[config.mk]
export PLATFORM = sky130hd
export DESIGN_NAME = seq_divider
export DESIGN_NICKNAME = d
export VERILOG_FILES = /design/src/rtl/seq_divider_pkg.sv /design/src/rtl/seq_divider_step.sv /design/src/rtl/seq_divider.sv
export SDC_FILE = /design/constraint.sdc
export NUM_CORES = 1
export LEC_CHECK = 0
export CAP_MARGIN = 5
export CELL_PAD_IN_SITES_DETAIL_PLACEMENT = 1
export CELL_PAD_IN_SITES_GLOBAL_PLACEMENT = 1
export CORE_AREA = 4 4 96 98
export CTS_BUF_LIST = sky130_fd_sc_hd__clkbuf_8
export CTS_CLUSTER_SIZE = 25
export DETAILED_ROUTE_END_ITERATION = 6
export DIE_AREA = 0 0 100 102
export PLACE_DENSITY_LB_ADDON = 0.1
export SLEW_MARGIN = 0
export SYNTH_ARGS = -nofsm -noshare
export SYNTH_HDL_FRONTEND = slang
export SYNTH_SLANG_ARGS = --single-unit
[constraint.sdc]
create_clock -name clk -period 2.5 [get_ports clk]
set_clock_uncertainty 0.1 [all_clocks]
set_input_delay 0.5 -clock clk [delete_from_list [all_inputs] [get_ports clk]]
set_output_delay 0.5 -clock clk [all_outputs]
set_load 0.02 [all_outputs]
[src/rtl/seq_divider_pkg.sv]
// Shared types and constants for the sequential shift-subtract divider.
package div_pkg;

   typedef enum logic [2:0] {
      IDLE,
      CHECK,
      ITER,
      FIX,
      DONE
   } div_state_t;

   localparam int unsigned DIV_N = 8;

   // Error quotient is all ones at any width; replicate this bit N times.
   localparam logic DIV_ERR_Q_BIT = 1'b1;

endpackage

[src/rtl/seq_divider_step.sv]
// One restoring-division iteration: shift {rem,q} left, then conditionally subtract the divisor.
module div_step #(
   parameter int unsigned N = 8
) (
   input  logic [N:0]   rem,
   input  logic [N-1:0] q,
   input  logic [N:0]   div,
   output logic [N:0]   rem_next,
   output logic [N-1:0] q_next
);

   logic [N:0]   rem_s;
   logic [N+1:0] trial;

   always_comb begin
      rem_s = {rem[N-1:0], q[N-1]};
      trial = {1'b0, rem_s} - {1'b0, div};
      if (!trial[N+1]) begin
         rem_next = trial[N:0];
         q_next   = {q[N-2:0], 1'b1};
      end else begin
         rem_next = rem_s;
         q_next   = {q[N-2:0], 1'b0};
      end
   end

endmodule

[src/rtl/seq_divider.sv]
// Sequential divider: 2N-bit dividend / N-bit divisor with div-by-zero and overflow flags.
// Define DIV_SIGNED_EN for two's-complement operands; default build is unsigned.
module seq_divider
   import div_pkg::*;
#(
   parameter int unsigned N = DIV_N
) (
   input  logic           clk,
   input  logic           rst,
   input  logic           valid,
   input  logic [2*N-1:0] D,
   input  logic [N-1:0]   B,
   output logic           busy,
   output logic           done,
   output logic [N-1:0]   Q,
   output logic [N-1:0]   R,
   output logic           div_zero,
   output logic           overflow
);

   localparam int unsigned CNT_W = $clog2(N);

   div_state_t       state;
   logic [2*N-1:0]   d_mag;
   logic [N:0]       b_mag;
   logic [N:0]       rem;
   logic [N-1:0]     q;
   logic [CNT_W-1:0] cnt;
   logic [N:0]       rem_next;
   logic [N-1:0]     q_next;
`ifdef DIV_SIGNED_EN
   localparam logic [N-1:0] HALF = {1'b1, {(N-1){1'b0}}};
   logic sign_q;
   logic sign_r;
`endif

   div_step #(.N(N)) u_step (
      .rem      (rem),
      .q        (q),
      .div      (b_mag),
      .rem_next (rem_next),
      .q_next   (q_next)
   );

   always_ff @(posedge clk) begin
      if (rst) begin
         state    <= IDLE;
         busy     <= 1'b0;
         done     <= 1'b0;
         div_zero <= 1'b0;
         overflow <= 1'b0;
         Q        <= '0;
         R        <= '0;
         d_mag    <= '0;
         b_mag    <= '0;
         rem      <= '0;
         q        <= '0;
         cnt      <= '0;
`ifdef DIV_SIGNED_EN
         sign_q   <= 1'b0;
         sign_r   <= 1'b0;
`endif
      end else begin
         done <= 1'b0;
         case (state)
            IDLE: begin
               if (valid) begin
`ifdef DIV_SIGNED_EN
                  d_mag  <= D[2*N-1] ? (~D + 1'b1) : D;
                  b_mag  <= B[N-1] ? (~{1'b1, B} + 1'b1) : {1'b0, B};
                  sign_q <= D[2*N-1] ^ B[N-1];
                  sign_r <= D[2*N-1];
`else
                  d_mag  <= D;
                  b_mag  <= {1'b0, B};
`endif
                  busy     <= 1'b1;
                  div_zero <= 1'b0;
                  overflow <= 1'b0;
                  state    <= CHECK;
               end
            end
            CHECK: begin
               if (b_mag == '0) begin
                  div_zero <= 1'b1;
                  Q        <= {N{DIV_ERR_Q_BIT}};
                  R        <= '0;
                  done     <= 1'b1;
                  state    <= DONE;
               end else if ({1'b0, d_mag[2*N-1:N]} >= b_mag) begin
                  overflow <= 1'b1;
                  Q        <= {N{DIV_ERR_Q_BIT}};
                  R        <= '0;
                  done     <= 1'b1;
                  state    <= DONE;
               end else begin
                  rem   <= {1'b0, d_mag[2*N-1:N]};
                  q     <= d_mag[N-1:0];
                  cnt   <= '0;
                  state <= ITER;
               end
            end
            ITER: begin
               rem <= rem_next;
               q   <= q_next;
               cnt <= cnt + 1'b1;
               if (cnt == CNT_W'(N - 1))
                  state <= FIX;
            end
            FIX: begin
`ifdef DIV_SIGNED_EN
               // A negative quotient may reach -2^(N-1); a positive one stops at 2^(N-1)-1.
               if (sign_q ? (q > HALF) : (q >= HALF)) begin
                  overflow <= 1'b1;
                  Q        <= {N{DIV_ERR_Q_BIT}};
                  R        <= '0;
               end else begin
                  Q <= sign_q ? (~q + 1'b1) : q;
                  R <= sign_r ? (~rem[N-1:0] + 1'b1) : rem[N-1:0];
               end
`else
               Q <= q;
               R <= rem[N-1:0];
`endif
               done  <= 1'b1;
               state <= DONE;
            end
            DONE: begin
               busy  <= 1'b0;
               state <= IDLE;
            end
            default: state <= IDLE;
         endcase
      end
   end

endmodule

# Yosys cells after proc, flatten, opt, wreduce, memory -nomap -nowiden

Index checks and enable logic that the tools add are counted.

Register bits after elaboration: 66
Bits of input ports: 27
Output and inout port bits: 20
Logic and storage cells: 73

$add $sub $neg: 2
Magnitude comparators: 1
Equal/unequal tests: 12
Muxes and demuxes: 33
Reductions and logical operators: 13

Operators with widths:

| operator                                             | number |
|---|---|
| 2-to-1 mux 8 bit                                     | 9 |
| one-hot mux 8 bit (2 select lines)                   | 4 |
| 2-to-1 mux 3 bit                                     | 6 |
| inequality test 2 bit (second input constant)        | 6 |
| one-hot mux 3 bit (4 select lines)                   | 1 |
| subtractor 9 x 8 -> 10 bit                           | 1 |
| logical NOT 9 bit                                    | 1 |
| greater-or-equal comparator 8 bit                    | 1 |
| 2-to-1 mux 1 bit                                     | 8 |
| one-hot mux 1 bit (2 select lines)                   | 4 |
| AND reduction 2 bit                                  | 4 |
| nonzero test 2 bit                                   | 4 |
| equality test 3 x 2 -> 1 bit (second input constant) | 2 |
| equality test 3 bit (second input constant)          | 2 |
| one-hot mux 3 bit (2 select lines)                   | 1 |
| AND reduction 3 bit                                  | 2 |
| AND reduction 4 bit                                  | 1 |
| adder 3 x 1 -> 3 bit (second input constant)         | 1 |
| equality test 3 x 1 -> 1 bit (second input constant) | 1 |
| logical NOT 3 bit                                    | 1 |
| inequality test 3 bit (second input constant)        | 1 |

# Longest topological paths before layout

Gate-level depths: netlist of the first run.

Depth in word-level cells: 4
Gate-level depth with buffers: 10
Gate-level depth less buffers: 10

# Cells and area by module

Synthesis of the first run repeated with hierarchy kept, for this count alone.

Cell total of the unflattened synthesis: 393
Area, all modules: 3,540.9 µm²

By module, submodules not included:

| module      | instances | cells each | area an instance (µm²) | seq. area each (µm²) |
|---|---|---|---|---|
| seq_divider | 1         | 316        | 2,941.6                | 1,341.3 |
| div_step    | 1         | 77         | 599.3                  | 0.0 |

# Worst setup path before layout of the first run

No wires, ideal clock.

Kind: reg-to-reg
Start: register b_mag[3]
End: register rem[2]
Library setup time: 0.142 ns
Arrival: 2.140 ns
Data required time: 2.258 ns
Path slack: 0.117 ns
Stages on the path, launching flop included: 9
Cell sequence: dfxtp_1 -> inv_1 -> ha_1 -> a21o_1 -> a21oi_2 -> a21oi_2 -> a2111oi_4 -> mux2i_1 -> a211oi_2

Cells in the longest elaborated chain, start to end: 3
Elaborated cells between the ends (all ways): 8
Classes of those cells: 1 x add/sub; 1 x order compare; 2 x eq/ne; 2 x mux; 2 x reduce/logical

RTL lines:

| item                                                                      | line                   | text |
|---|---|---|
| start: declaration                                                        | seq_divider.sv:25      | `logic [N:0] b_mag;` |
| start signal: assignment                                                  | seq_divider.sv:75      | `b_mag <= {1'b0, B};` |
| subtractor 9 x 8 -> 10 bit (tied with other cells)                        | seq_divider_step.sv:17 | `trial = {1'b0, rem_s} - {1'b0, div};` |
| 2-to-1 mux 8 bit or inequality test 2 bit (tied branches)                 | n/a                    |  |
| one-hot mux 8 bit (2 select lines) or AND reduction 3 bit (tied branches) | n/a                    |  |
| end signal: assignment                                                    | seq_divider.sv:97      | `rem <= {1'b0, d_mag[2*N-1:N]};` |
| end signal: assignment                                                    | seq_divider.sv:104     | `rem <= rem_next;` |
| end: declaration                                                          | seq_divider.sv:26      | `logic [N:0] rem;` |

Parallel ways exist; a longest one is shown, timed or not.
A chain may end at the register's enable or synchronous reset.

# Final worst setup path of the first run

Start: register rem[2]
End: register rem[2]

Cells in the longest elaborated chain, start to end: 3

RTL lines:

| item                               | line                   | text |
|---|---|---|
| subtractor 9 x 8 -> 10 bit         | seq_divider_step.sv:17 |  |
| 2-to-1 mux 8 bit                   | seq_divider_step.sv:18 | `if (!trial[N+1]) begin` |
| one-hot mux 8 bit (2 select lines) | seq_divider.sv:65      | `case (state)` |

No other way between the ends.

==> results.json, run 1 <==
{
  "design_area_mm2": 0.00398,
  "wire_per_inst_um": 14.8,
  "worst_setup_path_end_kind": "flop",
  "row_count": 34,
  "diodes": 0,
  "yosys.cell_count.top_type": "dfxtp_1",
  "rsz0062_at_grt": "false",
  "grt.total_usage": 0.162,
  "ys_seq_area_frac": 0.422,
  "synth_seq_cells": 66,
  "start_util": 0.369,
  "switching_power_uw": 1030,
  "grt.overflow.total": 0,
  "hold_ws_ns": 0.360,
  "min_period_ns": 2.35,
  "nets": 457,
  "setup-violations-final": 0,
  "cts_max_path_buffers": 2,
  "synth_top_area_share": 0.422,
  "routed-via-count": 2665,
  "swShare": 0.319,
  "worst_pin_slew_ns": 0.738,
  "cp.buffers_inverters": 1,
  "drive_gt1_frac": 0.113,
  "design.core.area_mm2": 0.00847,
  "path_common_cell": "a21oi_2",
  "antenna_found_initial": 0,
  "syn_area_per_cell_um2": 8.64,
  "synth_top_flop_cell": "dfxtp_1",
  "die_h_um": 102,
  "slew_viol_final": 0,
  "clock_latency_ns": 0.34,
  "routed_wl_mm": 7.77,
  "peakVddDrop_mv": 0.297,
  "p_seq_frac": 0.379,
  "worst-setup-path-type": "flop to flop",
  "drt_first_pass_iters": 4,
  "relSlewSlack": 0.507,
  "tritoncts": "built",
  "cts_made_buffers": 9,
  "place_area_mm2": 0.00375,
  "slowest_stage": "dfxtp_1",
  "postSynthCellCount": 362,
  "die_w_um": 100,
  "path_max_fanout": 8,
  "power_density_mw_per_mm2": 811,
  "cts.sinks": 66,
  "yosysTopAreaCell": "dfxtp_1",
  "dp_hpwl_mm": 5.83,
  "yosys-top-cells-count": "dfxtp_1, nand2_1, nor2_1",
  "grt_start_max_net_pins": 27,
  "cts-root-buf": "clkbuf_8",
  "worst_path_dominant_cell_family": "compound AO/OA/AOI/OAI gates",
  "placed_cells": 508,
  "cp.arrival_ns": 2.44,
  "grt_pass1_wl_mm": 13.2,
  "worstSetupStartpointType": "flop",
  "yosys_warnings": 0,
  "path_cells": "ha_2, a21o_1, a21oi_2, a21oi_2, a2111oi_4, buf_6, mux2i_2, a211oi_2",
  "dieArea_mm2": 0.0102,
  "drv_cap": 0,
  "fmax_mhz": 426,
  "ys_types": 42,
  "synthArstFlopShare": 0,
  "cts.clk_slew.worst_paths_ns": 0.07,
  "htree_levels": 3,
  "pin_count": 47,
  "postCtsSetupBuffers": 0,
  "synth-edff-count": 0,
  "first_iter_violations": 120,
  "hold_path_class": "flop to flop",
  "vias_per_cell": 5.09,
  "drc_errors": 0,
  "final.period_utilization": 0.939,
  "hold_viol": 0,
  "leakage_uw": 0.00152,
  "worst_slack_ns": 0.152,
  "area_growth_pct": 27.4,
  "outcome": "finished, final reports clean",
  "setup_tns_ns": 0,
  "grt_pass1_vias": 2617,
  "max_stage_delay_ns": 0.41,
  "syn_nets": 408,
  "ant_nets": 0,
  "power_frac_comb": 0.308,
  "gp_congestion": 0.876,
  "synthTopCellsByArea": "dfxtp_1, ha_1, nand2_1",
  "p_clk_frac": 0.313,
  "layout.cells.non_filler": 524,
  "place_ws_ns": 0.0806,
  "io_buffers": 46,
  "cp_data_required_time_ns": 2.59,
  "synth_area_mm2": 0.00313,
  "p_int_uw": 2200
}
-- power groups by stage --
stage / clock network, µW / registers [µW] / logic (µW)
2_1_floorplan: 0 / 1250 / 675
3_3_place_gp: 0 / 1250 / 954
3_5_place_dp: 0 / 1250 / 984
4_1_cts: 1040 / 1220 / 987
5_1_grt: 1080 / 1240 / 1100
6_report: 1010 / 1220 / 995
-- kinds of logic (layout without fill, tap and decap cells) --
logic type                 after synthesis  count (layout)  synth area share
AOI/OAI and AO/OA                       89              89             0.210
xor gates and xnor gates                 5               5            0.0140
adders and majority gates               19              19            0.0784
buffers and inverters                   30              84            0.0384
DFF                                     66              66             0.422
muxes                                   16              16            0.0512
and+or+nand+nor                        137             137             0.186
-- path summary, 6_finish.rpt --
check / slack [ns] / startpoint / endpoint / cells after the start
worst max-delay path: 0.15 / rem[2] / rem[2] / 8
worst min-delay path: 0.36 / d_mag[7] / d_mag[7] / 2
worst max register to register: 0.15 / rem[2] / rem[2] / 8
worst min register to register: 0.36 / d_mag[7] / d_mag[7] / 2
-- worst register-to-register path: stages, from the launching register on --
cell and delay (ns):
dfxtp_1 0.41, ha_2 0.34, a21o_1 0.20, a21oi_2 0.19, a21oi_2 0.10, a2111oi_4 0.34, buf_6 0.20, mux2i_2 0.24
a211oi_2 0.09
-- flip-flops by register name, indices dropped and copies added, names as in the netlist --
register / flops
d_mag: 16
q: 8
state: 3
div_zero: 1
b_mag: 8
cnt: 3
R: 8
busy: 1
Q: 8
done: 1
rem: 8
overflow: 1
-- area by class of cell --
cell class	count	area, µm²
clock inverter	6	88.8
tap	108	135
fill	990	4480
timing repair buffer	58	562
inverter	10	37.5
multi-input combinational	266	1700
sequential	66	1320
clock buffer	10	138
-- layer usage --
| layer | vias up | track usage | part of all wire |
|---|---|---|---|
| li1 | 1365 | - | - |
| met5 | - | 0 | 0 |
| met4 | 0 | 0.0373 | 0.0084 |
| met1 | 1246 | 0.236 | 0.51 |
| met2 | 47 | 0.247 | 0.44 |
| met3 | 7 | 0.0348 | 0.041 |
-- cell usage in the layout (no fill, tap or decap), types with 4 or more instances in the layout --
master	count
nor3_1	13
dfxtp_1	65
o21ai_0	4
nor2b_1	6
nand2b_1	4
buf_4	10
mux2i_1	15
a21oi_1	33
nor2_1	46
a211oi_1	14
a211oi_2	5
nand2_1	59
ha_1	17
a22oi_1	8
inv_1	9
o31ai_1	4
clkbuf_8	10
clkdlybuf4s50_1	45
-- metrics by stage --
| stage | power (µW) | util |
|---|---|---|
| 2_1_floorplan | 1920 | - |
| 3_3_place_gp | 2200 | 0.443 |
| 3_5_place_dp | 2230 | 0.443 |
| 4_1_cts | 3250 | 0.469 |
| 5_1_grt | 3420 | 0.471 |
| 6_report | 3230 | 0.471 |
-- what timing repair did --
item | CTS | global route
gates resized for setup | 0 | 6
endpoints found under the setup margin | 0 | 8
hold buffers | 0 | 0
(Power assumes the default switching activity.)
==> run 2, diff against run 1 <==
--- a/config.mk
+++ b/config.mk
@@ -13,8 +13,10 @@
 export CTS_CLUSTER_SIZE = 25
 export DETAILED_ROUTE_END_ITERATION = 6
 export DIE_AREA = 0 0 100 102
+export HOLD_SLACK_MARGIN = 0.12
 export PLACE_DENSITY_LB_ADDON = 0.1
 export SLEW_MARGIN = 0
 export SYNTH_ARGS = -nofsm -noshare
 export SYNTH_HDL_FRONTEND = slang
 export SYNTH_SLANG_ARGS = --single-unit
+export TNS_END_PERCENT = 30
==> run 2 against run 1 <==
Compared with the run above:
- utilization barely moved
- register-to-register slack barely moved
- fmax fell by 0.15%
- global-route usage did not move
- hold slack did not move
- power barely moved
- sequential share of layout area barely moved
==> results.json, run 2 (synthesis results as in run 1) <==
{
  "place_ws_ns": 0.0806,
  "switching_power_uw": 1030,
  "hold_viol": 0,
  "mostFrequentLayoutCell": "dfxtp_1",
  "drv_cap": 0,
  "leakage_uw": 0.00152,
  "min_period_ns": 2.35,
  "worstSetupStartpointType": "flop",
  "crit_start": "b_mag[1]",
  "area_growth_pct": 27.3,
  "peakVddDrop_mv": 0.297,
  "nets": 457,
  "outcome": "finished, final reports clean",
  "top_layer": "met4",
  "placed_cells": 508,
  "relSlewSlack": 0.507,
  "dieArea_mm2": 0.0102,
  "cts.clk_slew.worst_paths_ns": 0.07,
  "wl_met3_um": 319,
  "vias_per_cell": 5.09,
  "drive_gt1_frac": 0.108,
  "routed_wl_mm": 7.77,
  "power_density_mw_per_mm2": 811,
  "total_power_uw": 3230,
  "diodes": 0,
  "ant_nets": 0,
  "worst_setup_path_end_kind": "flop",
  "cp.arrival_ns": 2.44,
  "layout_common_cells": "dfxtp_1, nand2_1, nor2_1",
  "cts_max_path_buffers": 2,
  "worst-setup-path-type": "flop to flop",
  "p_clk_frac": 0.313,
  "htree_levels": 3,
  "path_max_fanout": 8,
  "drt_first_pass_iters": 4,
  "slew_viol_final": 0,
  "power_frac_comb": 0.308,
  "clock_latency_ns": 0.34,
  "io_buffers": 46,
  "fmax_mhz": 425,
  "p_int_uw": 2200,
  "layout.cells.non_filler": 524,
  "die_h_um": 102,
  "tritoncts": "built",
  "r2r_start": "b_mag[1]",
  "gp_congestion": 0.876,
  "row_count": 34,
  "route.met2.wl_mm": 3.39,
  "drc_errors": 0,
  "cp_data_required_time_ns": 2.59,
  "top_register": "d_mag",
  "dp_hpwl_mm": 5.83,
  "worst_slack_ns": 0.148,
  "hold_path_class": "flop to flop",
  "setup-violations-final": 0,
  "die_w_um": 100,
  "grt.total_usage": 0.162,
  "first_iter_violations": 120,
  "cts-root-buf": "clkbuf_8",
  "pin_count": 47,
  "largest_register_ffs": 16,
  "p_seq_frac": 0.379,
  "cts_hold_buf": 0,
  "routed-via-count": 2665,
  "rsz0062_at_grt": "true",
  "worst_pin_slew_ns": 0.738,
  "final.period_utilization": 0.941,
  "cts.sinks": 66,
  "swShare": 0.319,
  "hold_ws_ns": 0.360,
  "grt.overflow.total": 0,
  "grt_pass1_wl_mm": 13.2,
  "cts_made_buffers": 9,
  "design.core.area_mm2": 0.00847,
  "postCtsSetupBuffers": 0,
  "antenna_found_initial": 0,
  "grt_start_max_net_pins": 27,
  "hold_start": "d_mag[7]",
  "wl_met1_mm": 4.00,
  "start_util": 0.369,
  "grt_pass1_vias": 2617,
  "wire_per_inst_um": 14.8
}
[run 2: critical path: stages, from the launching register on]
cell and delay, ns:
dfxtp_1 0.34, inv_1 0.09, ha_1 0.30, nor2b_1 0.16, o2111ai_2 0.23, a21oi_2 0.11
a2111oi_4 0.34, buf_6 0.20, mux2i_2 0.24, a211oi_2 0.09
[run 2: final cells by class]
cell class,count,area (µm²)
multi-input combinational,266,1700
inverter,10,37.5
sequential,66,1320
clock buffer,10,138
fill,991,4480
tap,108,135
clock inverter,6,88.8
timing repair buffer,58,562
[run 2: path summary, 6_finish.rpt]
path	to	slack, ns	depth (start not counted)
min	d_mag[7]	0.36	2
max reg2reg	rem[2]	0.15	9
max	rem[2]	0.15	9
min reg2reg	d_mag[7]	0.36	2
[run 2: metal layers]
layer | up-vias | track usage
met1 | 1246 | 0.236
li1 | 1365 | -
met4 | 0 | 0.0373
met5 | - | 0
met3 | 7 | 0.0348
met2 | 47 | 0.247
[run 2: what timing repair did]
| item | 4_1_cts | 5_1_grt |
|---|---|---|
| resized for setup | 0 | 4 |
| hold endpoints to repair | 0 | 0 |
| endpoints found under the setup margin | 0 | 8 |
[run 2: per-stage QoR]
step | TNS, ns | utilization | cell area, µm²
5_1_grt | -0.0350 | 0.470 | 3980
3_3_place_gp | 0 | 0.443 | 3750
3_5_place_dp | 0 | 0.443 | 3750
4_1_cts | 0 | 0.469 | 3970
6_report | 0 | 0.470 | 3980
2_1_floorplan | 0 | - | 3130
[run 2: power by group through the flow]
| stage | Sequential, µW | Combinational, µW | Clock, µW |
|---|---|---|---|
| final | 1220 | 995 | 1010 |
| after global routing | 1240 | 1100 | 1080 |
| after CTS | 1220 | 987 | 1040 |
| after detailed placement | 1250 | 984 | 0 |
| after global placement | 1250 | 954 | 0 |
| after floorplan | 1250 | 675 | 0 |
==> run 3, diff against run 2 <==
--- a/config.mk
+++ b/config.mk
@@ -15,8 +15,8 @@
 export DIE_AREA = 0 0 100 102
 export HOLD_SLACK_MARGIN = 0.12
 export PLACE_DENSITY_LB_ADDON = 0.1
-export SLEW_MARGIN = 0
+export RECOVER_POWER = 25
+export SLEW_MARGIN = 10
 export SYNTH_ARGS = -nofsm -noshare
 export SYNTH_HDL_FRONTEND = slang
 export SYNTH_SLANG_ARGS = --single-unit
-export TNS_END_PERCENT = 30
==> run 3 against run 2 <==
Compared with the run above:
- sequential power about the same
- global-route usage unchanged
- clock power hardly changed
- utilization is 0.059 points lower
- count of clock-buffer cells in the layout did not move
- cell count is the same
- die area is the same
- combinational power decreased by 0.4%
- design area shrank 0.13%
- power decreased by 0.11%
- critical path type unchanged
- largest power group unchanged
- highest routed layer unchanged
==> results.json, run 3 (synthesis results as in run 1) <==
{
  "area_growth_pct": 27.2,
  "layout_common_cells": "dfxtp_1, nand2_1, nor2_1",
  "grt_pass1_vias": 2617,
  "hold_viol": 0,
  "drv_cap": 0,
  "drc_errors": 0,
  "design.core.area_mm2": 0.00847,
  "setup-violations-final": 0,
  "grt.total_usage": 0.162,
  "grt.overflow.total": 0,
  "cts-root-buf": "clkbuf_8",
  "total_power_uw": 3220,
  "drt_first_pass_iters": 4,
  "rsz0062_at_grt": "false",
  "worst_pin_slew_ns": 0.730,
  "slowest_stage": "dfxtp_1",
  "ant_nets": 0,
  "diodes": 0,
  "die_w_um": 100,
  "design_area_mm2": 0.00398,
  "setup_tns_ns": 0,
  "fmax_mhz": 424,
  "worstSetupStartpointType": "flop",
  "cts_made_buffers": 9,
  "post-route-util": 0.470,
  "power_density_mw_per_mm2": 811,
  "wire_per_inst_um": 14.8,
  "antenna_found_initial": 0,
  "drive_gt1_frac": 0.111,
  "grt_start_max_net_pins": 27,
  "min_period_ns": 2.36,
  "pin_count": 47,
  "cp_data_required_time_ns": 2.59,
  "clock_latency_ns": 0.34,
  "largest_register_ffs": 16,
  "nets": 457,
  "final.period_utilization": 0.943,
  "row_count": 34,
  "peakVddDrop_mv": 0.295,
  "routed_wl_mm": 7.77,
  "cts.sinks": 66,
  "path_max_fanout": 8,
  "leakage_uw": 0.00152,
  "relSlewSlack": 0.512,
  "slew_viol_final": 0,
  "outcome": "finished, final reports clean",
  "start_util": 0.369,
  "top_register": "d_mag",
  "io_buffers": 46,
  "grt_pass1_wl_mm": 13.2,
  "die_h_um": 102,
  "place_ws_ns": 0.0806,
  "place_area_mm2": 0.00375,
  "dieArea_mm2": 0.0102,
  "routed-via-count": 2659,
  "cp.arrival_ns": 2.45,
  "dp_hpwl_mm": 5.83,
  "postCtsSetupBuffers": 0,
  "tritoncts": "built",
  "first_iter_violations": 101,
  "gp_congestion": 0.876,
  "cts_max_path_buffers": 2,
  "worst_setup_path_end_kind": "flop",
  "hold_path_class": "flop to flop",
  "cts.clk_slew.worst_paths_ns": 0.08,
  "worst-setup-path-type": "flop to flop",
  "htree_levels": 3,
  "path_cells": "ha_1, nor2b_1, o2111ai_2, a21oi_2, a2111oi_4, buf_6, mux2i_2, a211oi_2",
  "max_stage_delay_ns": 0.46,
  "mostFrequentLayoutCell": "dfxtp_1",
  "vias_per_cell": 5.07,
  "worst_slack_ns": 0.143,
  "final.fill_count": 992
}
## run 3: cell count changes in the layout (fill, tap and decap cells not counted)
cell and delta:
dlygate4sd3_1 +1, dfxtp_1 -1, dfxtp_2 +1, clkbuf_1 +1, clkbuf_2 +1, inv_1 -1
inv_2 +1, clkdlybuf4s50_1 -1, buf_4 -2
## run 3: cell type report
cell class	count	area (µm²)	area share
Clock inverter	6	88.8	0.0223
Sequential cell	66	1320	0.332
Timing Repair Buffer	58	556	0.140
Clock buffer	10	138	0.0346
Tap cell	108	135	0.0340
Inverter	10	37.5	0.00944
Multi-Input combinational cell	266	1700	0.427
## run 3: repair_timing
item | 4_1_cts | 5_1_grt
endpoints found under the hold margin | 0 | 0
setup endpoints to repair | 0 | 8
gates resized for setup | 0 | 6
hold buffers | 0 | 0
## run 3: final timing paths
kind	startpoint	endpoint	slack, ns	depth (start not counted)
setup / recovery	rem[0]	rem[2]	0.14	8
setup reg to reg	rem[0]	rem[2]	0.14	8
hold reg to reg	d_mag[7]	d_mag[7]	0.36	2
hold / removal	d_mag[7]	d_mag[7]	0.36	2
## run 3: critical path: cells and delay by family, from the launching register on
kind	cells	cell delay [ns]
adder cells (fa/ha/maj)	1	0.28
flip-flops	1	0.46
AO/OA/AOI/OAI	4	0.77
buffers and inverters	1	0.20
multiplexers	1	0.24
AND/OR/NAND/NOR	1	0.16
## run 3: per-stage QoR
step,hold WS [ns],cells
floorplan,0.336,362
global placement,0.345,508
detailed placement,0.350,508
CTS,0.362,524
global route,0.380,524
finish,0.360,524
## run 3: per-layer routing
metal | vias to the layer above | wire length (µm) | global-route usage
met5 | - | 0 | 0
met3 | 5 | 293 | 0.0348
met1 | 1246 | 4020 | 0.236
met2 | 42 | 3400 | 0.247
li1 | 1366 | - | -
met4 | 0 | 51 | 0.0373
## run 3: report_power, final
part | leakage (µW) | internal (µW) | switching [µW]
combinational | 0.000871 | 462 | 529
sequential | 0.000539 | 1140 | 79.3
clock | 0.000109 | 590 | 420
